===== src/rtl/bcd_display_pkg.sv =====
// ============================================================================
//  Module      : bcd_display_pkg
//  Description : Shared types and constants for the BCD display controller.
//  Revision    : 1.0 - initial release
// ============================================================================
`default_nettype none

package bcd_display_pkg;

    typedef enum logic [1:0] {
        IDLE  = 2'd0,
        START = 2'd1,
        WAIT  = 2'd2,
        LATCH = 2'd3
    } state_t;

    localparam logic [13:0] MAX_BCD4  = 14'd9999;

    // Segment order is {g,f,e,d,c,b,a}, active-low.
    localparam logic [6:0]  SEG_BLANK = 7'b1111111;
    localparam logic [6:0]  SEG_DASH  = 7'b0111111;

    function automatic logic [3:0] anode_for(input logic [1:0] idx);
        return ~(4'b0001 << idx);
    endfunction

endpackage

`default_nettype wire


===== src/rtl/seg7_decode.sv =====
// ============================================================================
//  Module      : seg7_decode
//  Description : BCD digit to active-low seven-segment pattern, with blank
//                and dash overrides (dash wins). Purely combinational.
//  Revision    : 1.0 - initial release
// ============================================================================
`default_nettype none

module seg7_decode (
    input  logic [3:0] i_bcd,
    input  logic       i_blank,
    input  logic       i_dash,
    output logic [6:0] o_seg
);
    import bcd_display_pkg::*;

    always_comb begin
        o_seg = SEG_BLANK;
        if (i_dash) begin
            o_seg = SEG_DASH;
        end else if (!i_blank) begin
            case (i_bcd)
                4'd0:    o_seg = 7'b1000000;
                4'd1:    o_seg = 7'b1111001;
                4'd2:    o_seg = 7'b0100100;
                4'd3:    o_seg = 7'b0110000;
                4'd4:    o_seg = 7'b0011001;
                4'd5:    o_seg = 7'b0010010;
                4'd6:    o_seg = 7'b0000010;
                4'd7:    o_seg = 7'b1111000;
                4'd8:    o_seg = 7'b0000000;
                4'd9:    o_seg = 7'b0010000;
                default: o_seg = SEG_BLANK;
            endcase
        end
    end

endmodule

`default_nettype wire


===== src/rtl/bcd_display_ctrl.sv =====
// ============================================================================
//  Module      : bcd_display_ctrl
//  Description : Sequences bcd4digit conversions (coalescing updates while
//                busy), latches result digits and scans a 4-digit display.
//                Define BCD_DISPLAY_BLANK_EN to blank leading zeros.
//  Revision    : 1.0 - initial release
// ============================================================================
`default_nettype none

module bcd_display_ctrl
    import bcd_display_pkg::*;
#(
    parameter int SCAN_DIV     = 1000,
    parameter int CONV_TIMEOUT = 64
) (
    input  logic        clk,
    input  logic        rst,
    input  logic [13:0] value,
    input  logic        update,
    output logic        conv_start,
    output logic [13:0] conv_value,
    input  logic        conv_ready,
    input  logic [3:0]  conv_A,
    input  logic [3:0]  conv_B,
    input  logic [3:0]  conv_C,
    input  logic [3:0]  conv_D,
    output logic [3:0]  an,
    output logic [6:0]  seg,
    output logic        busy,
    output logic        err
);

    localparam int              PRE_W    = $clog2(SCAN_DIV);
    localparam int              TMO_W    = $clog2(CONV_TIMEOUT);
    localparam logic [PRE_W-1:0] PRE_LAST = PRE_W'(SCAN_DIV - 1);
    localparam logic [TMO_W-1:0] TMO_LAST = TMO_W'(CONV_TIMEOUT - 1);

    state_t            state_q, state_d;
    logic              pend_q, pend_d;
    logic [13:0]       next_val_q, next_val_d;
    logic [13:0]       conv_value_q, conv_value_d;
    logic              conv_start_q, conv_start_d;
    logic              busy_q, busy_d;
    logic              err_q, err_d;
    logic              ovf_q, ovf_d;
    logic [TMO_W-1:0]  tmo_q, tmo_d;
    logic [3:0][3:0]   dig_q, dig_d;        // [3]=A (thousands) .. [0]=D (units)
    logic [PRE_W-1:0]  pre_q, pre_d;
    logic [1:0]        idx_q, idx_d;
    logic [3:0]        an_q, an_d;
    logic [6:0]        seg_q, seg_d;

    logic              w_req;
    logic [13:0]       w_cand;
    logic [3:0]        w_lead;
    logic [6:0]        w_seg;

    // A pending value takes precedence; a fresh update then re-arms pend.
    assign w_req  = pend_q | update;
    assign w_cand = pend_q ? next_val_q : value;

    always_comb begin
        state_d      = state_q;
        pend_d       = pend_q;
        next_val_d   = next_val_q;
        conv_value_d = conv_value_q;
        err_d        = err_q;
        ovf_d        = ovf_q;
        tmo_d        = tmo_q;
        dig_d        = dig_q;

        case (state_q)
            IDLE: begin
                if (w_req) begin
                    pend_d = 1'b0;
                    if (w_cand > MAX_BCD4) begin
                        ovf_d = 1'b1;
                    end else begin
                        state_d      = START;
                        conv_value_d = w_cand;
                    end
                end
            end
            START: begin
                tmo_d   = '0;
                state_d = WAIT;
            end
            WAIT: begin
                // conv_ready may still be stale in the first WAIT cycle.
                if ((tmo_q != '0) && conv_ready) begin
                    state_d = LATCH;
                end else if (tmo_q == TMO_LAST) begin
                    err_d   = 1'b1;
                    state_d = IDLE;
                end else begin
                    tmo_d = tmo_q + 1'b1;
                end
            end
            LATCH: begin
                dig_d   = {conv_A, conv_B, conv_C, conv_D};
                ovf_d   = 1'b0;
                state_d = IDLE;
            end
            default: state_d = IDLE;
        endcase

        if (update) begin
            next_val_d = value;
            if (!((state_q == IDLE) && !pend_q)) begin
                pend_d = 1'b1;
            end
        end
    end

    assign conv_start_d = (state_d == START);
    assign busy_d       = (state_d != IDLE);

`ifdef BCD_DISPLAY_BLANK_EN
    assign w_lead[3] = (dig_d[3] == 4'd0);
    assign w_lead[2] = w_lead[3] && (dig_d[2] == 4'd0);
    assign w_lead[1] = w_lead[2] && (dig_d[1] == 4'd0);
    assign w_lead[0] = 1'b0;
`else
    assign w_lead    = 4'b0000;
`endif

    // Decode from next-state digits so a LATCH shows up without a stale cycle.
    seg7_decode u_seg7_decode (
        .i_bcd   (dig_d[idx_q]),
        .i_blank (w_lead[idx_q]),
        .i_dash  (ovf_d),
        .o_seg   (w_seg)
    );

    always_comb begin
        pre_d = pre_q + 1'b1;
        idx_d = idx_q;
        if (pre_q == PRE_LAST) begin
            pre_d = '0;
            idx_d = idx_q + 2'd1;
        end
        an_d  = anode_for(idx_q);
        seg_d = w_seg;
    end

    always_ff @(posedge clk) begin
        if (rst) begin
            state_q      <= IDLE;
            pend_q       <= 1'b0;
            next_val_q   <= '0;
            conv_value_q <= '0;
            conv_start_q <= 1'b0;
            busy_q       <= 1'b0;
            err_q        <= 1'b0;
            ovf_q        <= 1'b0;
            tmo_q        <= '0;
            dig_q        <= '0;
            pre_q        <= '0;
            idx_q        <= 2'd0;
            an_q         <= 4'b1111;
            seg_q        <= SEG_BLANK;
        end else begin
            state_q      <= state_d;
            pend_q       <= pend_d;
            next_val_q   <= next_val_d;
            conv_value_q <= conv_value_d;
            conv_start_q <= conv_start_d;
            busy_q       <= busy_d;
            err_q        <= err_d;
            ovf_q        <= ovf_d;
            tmo_q        <= tmo_d;
            dig_q        <= dig_d;
            pre_q        <= pre_d;
            idx_q        <= idx_d;
            an_q         <= an_d;
            seg_q        <= seg_d;
        end
    end

    assign conv_start = conv_start_q;
    assign conv_value = conv_value_q;
    assign busy       = busy_q;
    assign err        = err_q;
    assign an         = an_q;
    assign seg        = seg_q;

endmodule

`default_nettype wire


===== config.mk =====
export PLATFORM = sky130hd
export DESIGN_NAME = bcd_display_ctrl
export DESIGN_NICKNAME = d
export VERILOG_FILES = /design/src/rtl/bcd_display_pkg.sv /design/src/rtl/seg7_decode.sv /design/src/rtl/bcd_display_ctrl.sv
export SDC_FILE = /design/constraint.sdc
export NUM_CORES = 1
export LEC_CHECK = 0
export BUFFER_PORTS_ARGS = -buffer_cell sky130_fd_sc_hd__buf_4
export CORE_ASPECT_RATIO = 0.7
export CORE_MARGIN = 1.5
export CORE_UTILIZATION = 45
export CTS_CLUSTER_DIAMETER = 100
export DETAILED_ROUTE_END_ITERATION = 12
export GPL_TIMING_DRIVEN = 0
export PLACE_DENSITY = 0.76
export SLEW_MARGIN = 20
export SYNTH_ARGS = -nofsm -noshare
export SYNTH_HDL_FRONTEND = slang
export SYNTH_SLANG_ARGS = --single-unit

===== constraint.sdc =====
create_clock -name clk -period 3.2 [get_ports clk]
set_input_delay 0.32 -clock clk [delete_from_list [all_inputs] [get_ports clk]]
set_output_delay 0.32 -clock clk [all_outputs]
set_load 0.03 [all_outputs]

# == Word level (Yosys, flattened, before mapping) ==
# Memories as Yosys holds them, arrays and structs flattened.
# Cells that the tools add are included.
# word_totals
word_cells,72
regBits,80
rom_bits,112
input_bits,34
mem_count,1
output_inout_bits,28
# op_classes
n_addsub,3
bitwise,4
muxes,23
order_cmp,2
n_eq_ne,8
n_reduce_logical,12
n_shift,1
# mem_list
memory,words,width,rd,rd_ports_with_merged_regs,write_ports,line_no,text
(no name shown),16,7,1,0,0,seg7_decode.sv:22,case (i_bcd)
# op_table
cell,count
$mux 16,1
$gt 14x14->1 const B,1
$mux 14,1
$mux 7,2
$mux 6,2
$pmux 6 s2,1
$add 10x1->10 const B,1
$eq 10x10->1 const B,1
$reduce_and 3->1,3
$bmux 4 s2,1
$mux 2,4
$pmux 2 s4,1
$mux 1,7
$add 6x1->6 const B,1
$eq 6x6->1 const B,1
$reduce_bool 6->1,1
$eq 2x1->1 const B,2
$eq 2x2->1 const B,2
$mux 4,1
$ne 2x2->1 const B,2
$not 4->4,1
$reduce_bool 2->1,2
$shl 1x2->4 const A,1
$lt 2x3->1 const B,1
10 further kinds,12

# == Longest topological paths before layout ==
# Gate-level depths: netlist of run 1.
# An unclocked memory read counts as a cell.
# logic_depth
depth_word,7
mapped_depth,11
mapped_depth_nobuf,9

# == Cells and area by module ==
# From an unflattened synthesis of run 1, not the netlist that was laid out.
# hier_totals
cells_unflattened,395
area_unflattened_um2,3697.3
# modules_own_cells
mod,instances,area_per_inst_um2,cells_per_inst,seq_area_each_um2
bcd_display_ctrl,1,3465.8,365,1601.5
seg7_decode,1,231.5,30,0.0

# == Worst setup path before layout of run 1 ==
# OpenSTA, ideal clock, no wires.
# synth_path
kind,reg2reg
startpoint,register state_q[1]
endpoint,register seg_q[0] (netlist: seg[0])
t_arrival_ns,2.037
stages_incl_launch_ff,10
required_ns,3.062
period_less_slack_ns,2.176
path_slack_ns,1.024
n_path_buf,2
setup_time_ns,0.138
cell_sequence,dfxtp_1 ha_1 buf_6 buf_12 mux2i_1 mux4_2 ha_1 nand2b_1 a21oi_1 o21ai_0
# synth_via
elab_chain_cells,5
word_cells_on_any_way,8
cone_classes,eq/ne (1); mux (4); reduce/logical (2); memory (1)
# synth_lines
element,line_no,text
"start, declared",bcd_display_ctrl.sv:38,"state_t state_q, state_d;"
"start signal, assigned",bcd_display_ctrl.sv:163,state_q <= state_d;
$eq 2x2->1,bcd_display_ctrl.sv:72,case (state_q)
$mux 16,bcd_display_ctrl.sv:72,
$bmux 4 s2,bcd_display_ctrl.sv:129,".i_bcd (dig_d[idx_q]),"
$mux 4 (implied by the code),bcd_display_ctrl.sv:129,
$mem_v2 16x7,n/a,
"end signal, assigned",bcd_display_ctrl.sv:176,seg_q <= seg_d;
"end, declared",bcd_display_ctrl.sv:51,"logic [6:0] seg_q, seg_d;"
# Parallel ways exist; a longest one is shown, timed or not. The select of a mux whose other input is x is not followed.
# A chain may end at the register's enable or synchronous reset.

# == Final worst setup path of run 1 ==
# Same ends and word-level chain as after synthesis.

==> run_results.csv, run 1 <==
group,metric,value,unit
power,p_leak,1.83,nW
sta,rsz0062_at_grt,"no",
global_routing,track_usage,18.9,%
drt,wl,7840,um
worst_setup_path,cp_max_fo,10,
clock_network,insertion_delay,0.34,ns
place,io_buffers,60,
clock_network,cts_resized,0,
drt,via_per_inst,5.26,
worst_hold_path,holdCritPathClass,"primary input to flop",
floorplanning,die_y,78.6,um
logic_synthesis,ys_types,47,
clock_network,post_cts_buffers,0,
clock_network,clk_pin_slew,0.06,ns
drt,drt_iter0_drc,149,
clock_network,cts_num_sinks,80,
global_routing,grt.overflow.total,0,
cells_and_area,syn_to_final_growth,22.7,%
place,hpwlAfterDp,5700,um
logic_synthesis,ys_seq_elements,80,
drt,post_drt_wl_per_cell,14.1,um
logic_synthesis,synth_edf_count,0,
worst_setup_path,required,3.40,ns
sta,clock_skew,0.00708,ns
power,vdd_drop_max,339,uV
sta,fin_crit_sh,75.4,%
drt,vias,2926,
global_routing,grt_pass1_vias,2848,
global_routing,grt_first_pass_wirelength,13100,um
drt,first_pass_iters,4,
place,place.gp.congestion,0.884,
worst_setup_path,cp.arrival,2.61,ns
sta,holdWs,0.230,ns
logic_synthesis,syn_area,3670,sq um
sta,finalSetupViolCount,0,
logic_synthesis,synth_fp_nets,432,
floorplanning,num_io_pins,62,
sta,period_minus_slack,2.41,ns
worst_setup_path,cp-start-kind,"flop",
clock_network,cts_buffer_depth,2,
clock_network,cts_buffers,9,
run_status,outcome,"complete, no violations",
sta,relSlewSlack,53.6,%
cells_and_area,final_common_cell,"dfxtp_1",
floorplanning,initial_core_util,46.6,%
clock_network,cts_tree,"built",
logic_synthesis,syn_inst,381,
cells_and_area,most-common-layout-cells,"dfxtp_1, buf_4, nor2_1",
logic_synthesis,synth_warnings,0,
power,power_density,620,nW/um^2
job,cap_viol_max_count,0,
logic_synthesis,yosysSeqAreaShare,43.6,%
logic_synthesis,async_flop_share,0,%
logic_synthesis,ys.flop_type,"dfxtp_1",
worst_setup_path,crit_type,"flop to flop",
floorplanning,core_area,7870,sq um
clock_network,cts_hold_buf,0,
drt,drtAntennaViolNets,0,
sta,final-hold-violation-count,0,
sta,drv_slew,0,
sta,timing.fmax,414,MHz
cells_and_area,finish.utilization,57.2,%
floorplanning,die_w,111,um
cells_and_area,drive_gt1_share,19.3,%
floorplanning,row_count,27,
clock_network,cts_max_level,3,
floorplanning,floorplan.die_area,8710,sq um
clock_network,cts-root-buf,"clkbuf_16",
sta,tightestPinTransition,0.696,ns
cells_and_area,fin_nets,503,
cells_and_area,antenna_cells,0,
logic_synthesis,avgSynthCellArea,9.63,sq um
global_routing,grt_max_degree,12,
global_routing,antenna_found_initial,0,
worst_setup_path,critPathCaptureType,"flop",
sta,tns,0,ns
drt,drc,0,
-- routing by layer --
| layer | vias up | GRT usage [%] | part of all wire [%] |
|---|---|---|---|
| met3 | 9 | 8.11 | 5.2 |
| met4 | 0 | 6.28 | 0.94 |
| met2 | 63 | 28.3 | 44 |
| met1 | 1362 | 24.6 | 50 |
| li1 | 1492 | - | - |
| met5 | - | 0 | 0 |
-- where the power goes --
group	switching (mW)	internal [mW]	leakage (nW)	total (mW)
sequential	0.0555	1.10	0.655	1.16
combinational	0.441	0.295	1.05	0.736
clock	0.362	0.536	0.126	0.898
-- Yosys cell counts (2+ instances only) --
cell       n  area share (%)
a211oi_1  13             2.7
nor3_1     4            0.55
nand3b_1   2            0.41
nand3_1    6            0.82
o22ai_1    2            0.34
nor4_1     2            0.34
or3_1      2            0.34
and3b_1    2            0.48
a21oi_1   16             2.2
nand2b_1  11             1.9
a21o_1     3            0.61
inv_1     12             1.2
clkbuf_1  11             1.1
nand2_1   20             2.0
xor2_1     3            0.72
o22a_1     2            0.48
mux4_2     5             3.1
o21ai_0   13             1.8
and3_1     2            0.34
xnor2_1    7             1.7
or4_1      3            0.61
o31ai_1    2            0.41
o221ai_1   2            0.48
buf_1      3            0.31
nor2_1    53             5.4
dfxtp_1   80              44
ha_1      17             5.8
nand4_1    2            0.34
mux2i_1   45              12
buf_2      4            0.55
a31oi_1   16             2.7
-- final cells by class --
class,count,area (sq um)
buffer,21,111
clock buffer,13,250
clock inverter,1,5.00
fill,692,3370
inverter,13,48.8
multi-input combinational,267,1910
sequential,80,1600
tap,101,126
timing repair buffer,60,450
-- path summary, 6_finish.rpt --
check | to | from | depth (start not counted) | slack [ns]
min reg2reg | pre_q[0]$_SDFF_PP0_ | pre_q[0]$_SDFF_PP0_ | 1 | 0.44
max | seg[0]$_SDFF_PP1_ | state_q[1]$_SDFF_PP0_ | 9 | 0.79
max reg2reg | seg[0]$_SDFF_PP1_ | state_q[1]$_SDFF_PP0_ | 9 | 0.79
min | dig_q[6]$_SDFF_PP0_ | conv_C[2] | 3 | 0.23
-- flip-flops by register name, indices dropped and copies added (netlist names), named ones only --
| signal | flops |
|---|---|
| an | 4 |
| busy | 1 |
| conv_start | 1 |
| conv_value | 14 |
| dig_q | 16 |
| err | 1 |
| idx_q | 2 |
| next_val_q | 14 |
| ovf_q | 1 |
| pre_q | 10 |
| seg | 7 |
| state_q | 2 |
| tmo_q | 6 |
-- worst max-delay path, stage by stage, from the launching register on --
cell and delay, ns:
dfxtp_1 0.42, ha_1 0.20, buf_6 0.18, buf_12 0.16
mux2i_1 0.09, mux4_2 0.57, ha_1 0.24, nand2b_1 0.14
a21oi_1 0.18, o21ai_0 0.11
-- cells by family (layout without fill, tap and decap cells) --
group	Yosys count	count (layout)	synth area share [%]
mux	51	51	15.6
xor+xnor	10	10	2.39
simple gates	111	111	14.0
buf+inv	34	108	4.36
flops	80	80	43.6
fa+ha+maj	17	17	5.80
compound gates	78	78	14.1
-- stage by stage --
stage                     worst slack, ns  cell area (sq um)  std cells  power, mW
final                               0.786               4500        556       2.79
after global routing                0.604               4500        556       2.94
after CTS                           0.783               4500        556       2.82
after detailed placement            0.828               4250        542       1.91
after global placement              0.847               4250        542       1.90
after floorplan                      1.02               3670        381       1.67
No activity file was read; power rests on OpenSTA's default activity.
==> run 2: changes to the inputs <==
--- a/config.mk
+++ b/config.mk
@@ -5,6 +5,7 @@
 export SDC_FILE = /design/constraint.sdc
 export NUM_CORES = 1
 export LEC_CHECK = 0
+export ABC_AREA = 1
 export BUFFER_PORTS_ARGS = -buffer_cell sky130_fd_sc_hd__buf_4
 export CORE_ASPECT_RATIO = 0.7
 export CORE_MARGIN = 1.5
@@ -12,7 +13,7 @@
 export CTS_CLUSTER_DIAMETER = 100
 export DETAILED_ROUTE_END_ITERATION = 12
 export GPL_TIMING_DRIVEN = 0
-export PLACE_DENSITY = 0.76
+export PLACE_DENSITY = 0.78
 export SLEW_MARGIN = 20
 export SYNTH_ARGS = -nofsm -noshare
 export SYNTH_HDL_FRONTEND = slang
==> constraint.sdc (replaced) <==
create_clock -name clk -period 2.1 [get_ports clk]
set_input_delay 0.21 -clock clk [delete_from_list [all_inputs] [get_ports clk]]
set_output_delay 0.21 -clock clk [all_outputs]
set_load 0.03 [all_outputs]
==> run 2 against run 1 <==
Compared with the run above:
- clock power up 87%
- register-to-register slack worse by 0.69 ns
- area after synthesis up 5.3%
- maximum frequency up 20%
- sequential share of layout area down 2.4 points
- clock skew up 0.0022 ns
- setup slack worse by 0.69 ns
- cell count up 34%
- worst hold slack worse by 0.13 ns
- largest power group unchanged
==> run_results.csv, run 2 <==
group,metric,value,unit
logic_synthesis,yosysMostFrequentCell,"nand2_1",
logic_synthesis,yosys.area.top_type_share,41.4,%
worst_setup_path,crit_type,"flop to flop",
logic_synthesis,synth_top_cell_by_area,"dfxtp_1",
sta,drv_slew,0,
drt,first_pass_iters,4,
logic_synthesis,ys.flop_type,"dfxtp_1",
sta,timing.fmax,498,MHz
clock_network,cts_buffer_depth,2,
cells_and_area,finalNonFillerCells,746,
cells_and_area,register_area,1610,sq um
cells_and_area,antenna_cells,0,
cells_and_area,syn_to_final_growth,25.5,%
drt,drc,0,
logic_synthesis,syn_area,3860,sq um
logic_synthesis,async_flop_share,0,%
place,place.gp.congestion,0.829,
sta,finalSetupViolCount,0,
run_status,outcome,"complete, no violations",
logic_synthesis,yosysSeqAreaShare,41.4,%
logic_synthesis,avgSynthCellArea,6.85,sq um
place,io_buffers,61,
cells_and_area,drive_gt1_share,18.1,%
drt,post_drt_wl_per_cell,11.8,um
clock_network,clk_pin_slew,0.06,ns
global_routing,grt.overflow.total,0,
drt,drt_iter0_drc,234,
global_routing,track_usage,20.4,%
clock_network,insertion_delay,0.34,ns
floorplanning,die_y,80.5,um
cells_and_area,most-common-layout-cells,"nand2_1, nor2_1, dfxtp_1",
clock_network,cts_buffers,9,
power,p_total,4.99,mW
worst_setup_path,cp.arrival,2.22,ns
floorplanning,die_w,114,um
cells_and_area,multi_input_area,1910,sq um
floorplanning,core_area,8410,sq um
sta,clock_skew,0.00923,ns
worst_setup_path,critPathCaptureType,"flop",
logic_synthesis,synth_fp_nets,615,
worst_setup_path,cp-start-kind,"flop",
global_routing,grt_max_degree,13,
worst_setup_path,cp_max_fo,10,
power,vdd_drop_max,483,uV
clock_network,cts_max_level,3,
cells_and_area,largest-register,"dig_q",
sta,final-hold-violation-count,0,
floorplanning,initial_core_util,46.0,%
clock_network,cts_tree,"built",
cells_and_area,fill_cells,745,
worst_hold_path,holdCritPathClass,"primary input to flop",
drt,drtAntennaViolNets,0,
worst_setup_path,required,2.32,ns
global_routing,antenna_found_initial,0,
logic_synthesis,ys_types,30,
global_routing,grt_first_pass_wirelength,14700,um
logic_synthesis,ys_seq_elements,80,
sta,tns,0,ns
job,cap_viol_max_count,0,
logic_synthesis,synth.top_cells.by_area,"dfxtp_1, nand2_1, nor2_1",
clock_network,cts_num_sinks,80,
logic_synthesis,synth_warnings,0,
logic_synthesis,syn_inst,564,
clock_network,cts-root-buf,"clkbuf_16",
cells_and_area,fin_nets,688,
power,power_density,1030,nW/um^2
sta,period_minus_slack,2.01,ns
floorplanning,floorplan.die_area,9160,sq um
drt,wl,8820,um
drt,via_per_inst,4.84,
global_routing,grt_pass1_vias,3274,
clock_network,cts_hold_buf,0,
cells_and_area,final_common_cell,"nand2_1",
floorplanning,num_io_pins,62,
logic_synthesis,synth_edf_count,0,
sta,tightestPinTransition,0.569,ns
cells_and_area,largest_register_ffs,16,
sta,relSlewSlack,62.0,%
logic_synthesis,ys_top_cells_by_count,"nand2_1, nor2_1, dfxtp_1",
drt,vias,3611,
sta,fin_crit_sh,95.5,%
place,hpwlAfterDp,6500,um
power,p_leak,2.40,nW
place,dp.cells,730,
floorplanning,row_count,28,
-- run 2: changes by cell type after synthesis, moves of 5 or more --
cell      previous run  this run
mux2i_1             45         0
nand2_1             20       160
nand2b_1            11         0
o21ai_0             13        33
xnor2_1              7         0
nor2_1              53        89
mux4_2               5         0
nand4_1              2        10
a31oi_1             16         1
o211ai_1             0         9
nand3_1              6        21
inv_1               12        72
or2_2                0         6
a211oi_1            13         4
-- run 2: path summary, 6_finish.rpt --
kind	slack, ns	end	startpoint	cells after the start
hold reg to reg	0.44	pre_q[0]$_SDFF_PP0_	pre_q[0]$_SDFF_PP0_	1
setup reg to reg	0.09	seg[0]$_SDFF_PP1_	state_q[1]$_SDFF_PP0_	12
hold / removal	0.1	tmo_q[1]$_SDFFE_PP0P_	rst	2
setup / recovery	0.09	seg[0]$_SDFF_PP1_	state_q[1]$_SDFF_PP0_	12
-- run 2: worst max-delay path, stage by stage, from the launching register on --
cell and delay, ns:
dfxtp_4 0.36, ha_4 0.18, buf_6 0.14, or2_2 0.30, o21ai_2 0.07, nand2_1 0.08, nand3_2 0.10, nand2_4 0.08
ha_1 0.18, o21ai_1 0.20, nor2_1 0.06, nor2_1 0.09, nand2_1 0.06
-- run 2: metal layers --
metal	GRT usage, %	up-vias	part of all wire, %
met1	26.3	1608	48
met3	5.89	12	5.9
met5	0	-	0
met2	32.0	85	44
met4	8.50	0	1.6
li1	-	1906	-
-- run 2: through the flow --
| stage | util [%] | cell area, sq um | setup slack, ns | hold WS, ns |
|---|---|---|---|---|
| after floorplan | - | 3860 | 0.121 | 0.288 |
| after global placement | 53.0 | 4450 | -0.200 | 0.426 |
| after detailed placement | 53.0 | 4450 | -0.252 | 0.437 |
| after CTS | 57.1 | 4800 | 0.0148 | 0.0865 |
| after global routing | 57.7 | 4850 | -0.0212 | 0.0820 |
| final | 57.7 | 4850 | 0.0938 | 0.0991 |
-- run 2: area by class of cell --
cell class | count | share of cell area, %
multi-input combinational | 389 | 39.4
sequential | 80 | 33.1
timing repair buffer | 62 | 9.59
inverter | 75 | 5.93
clock buffer | 12 | 5.29
tap | 105 | 2.71
buffer | 20 | 2.60
clock inverter | 3 | 1.34
-- run 2: cell families after synthesis --
group,share of synthesized area [%]
compound gates,9.58
xor+xnor,0.680
fa+ha+maj,5.50
buf+inv,10.2
flops,41.4
simple gates,32.6
-- run 2: power breakdown --
group / leakage (nW) / internal [mW] / total (mW) / switching (mW)
Sequential: 0.657 / 1.73 / 1.83 / 0.104
Combinational: 1.58 / 0.537 / 1.48 / 0.943
Clock: 0.159 / 1.10 / 1.68 / 0.583
Total: 2.40 / 3.36 / 4.99 / 1.63
-- run 2: what timing repair did --
| action | 4_1_cts | 5_1_grt |
|---|---|---|
| endpoints found under the setup margin | 7 | 7 |
| buffers inserted | 0 | 1 |
| resized for setup | 12 | 20 |
| pin swaps | 0 | 3 |
| hold endpoints to repair | 0 | 0 |
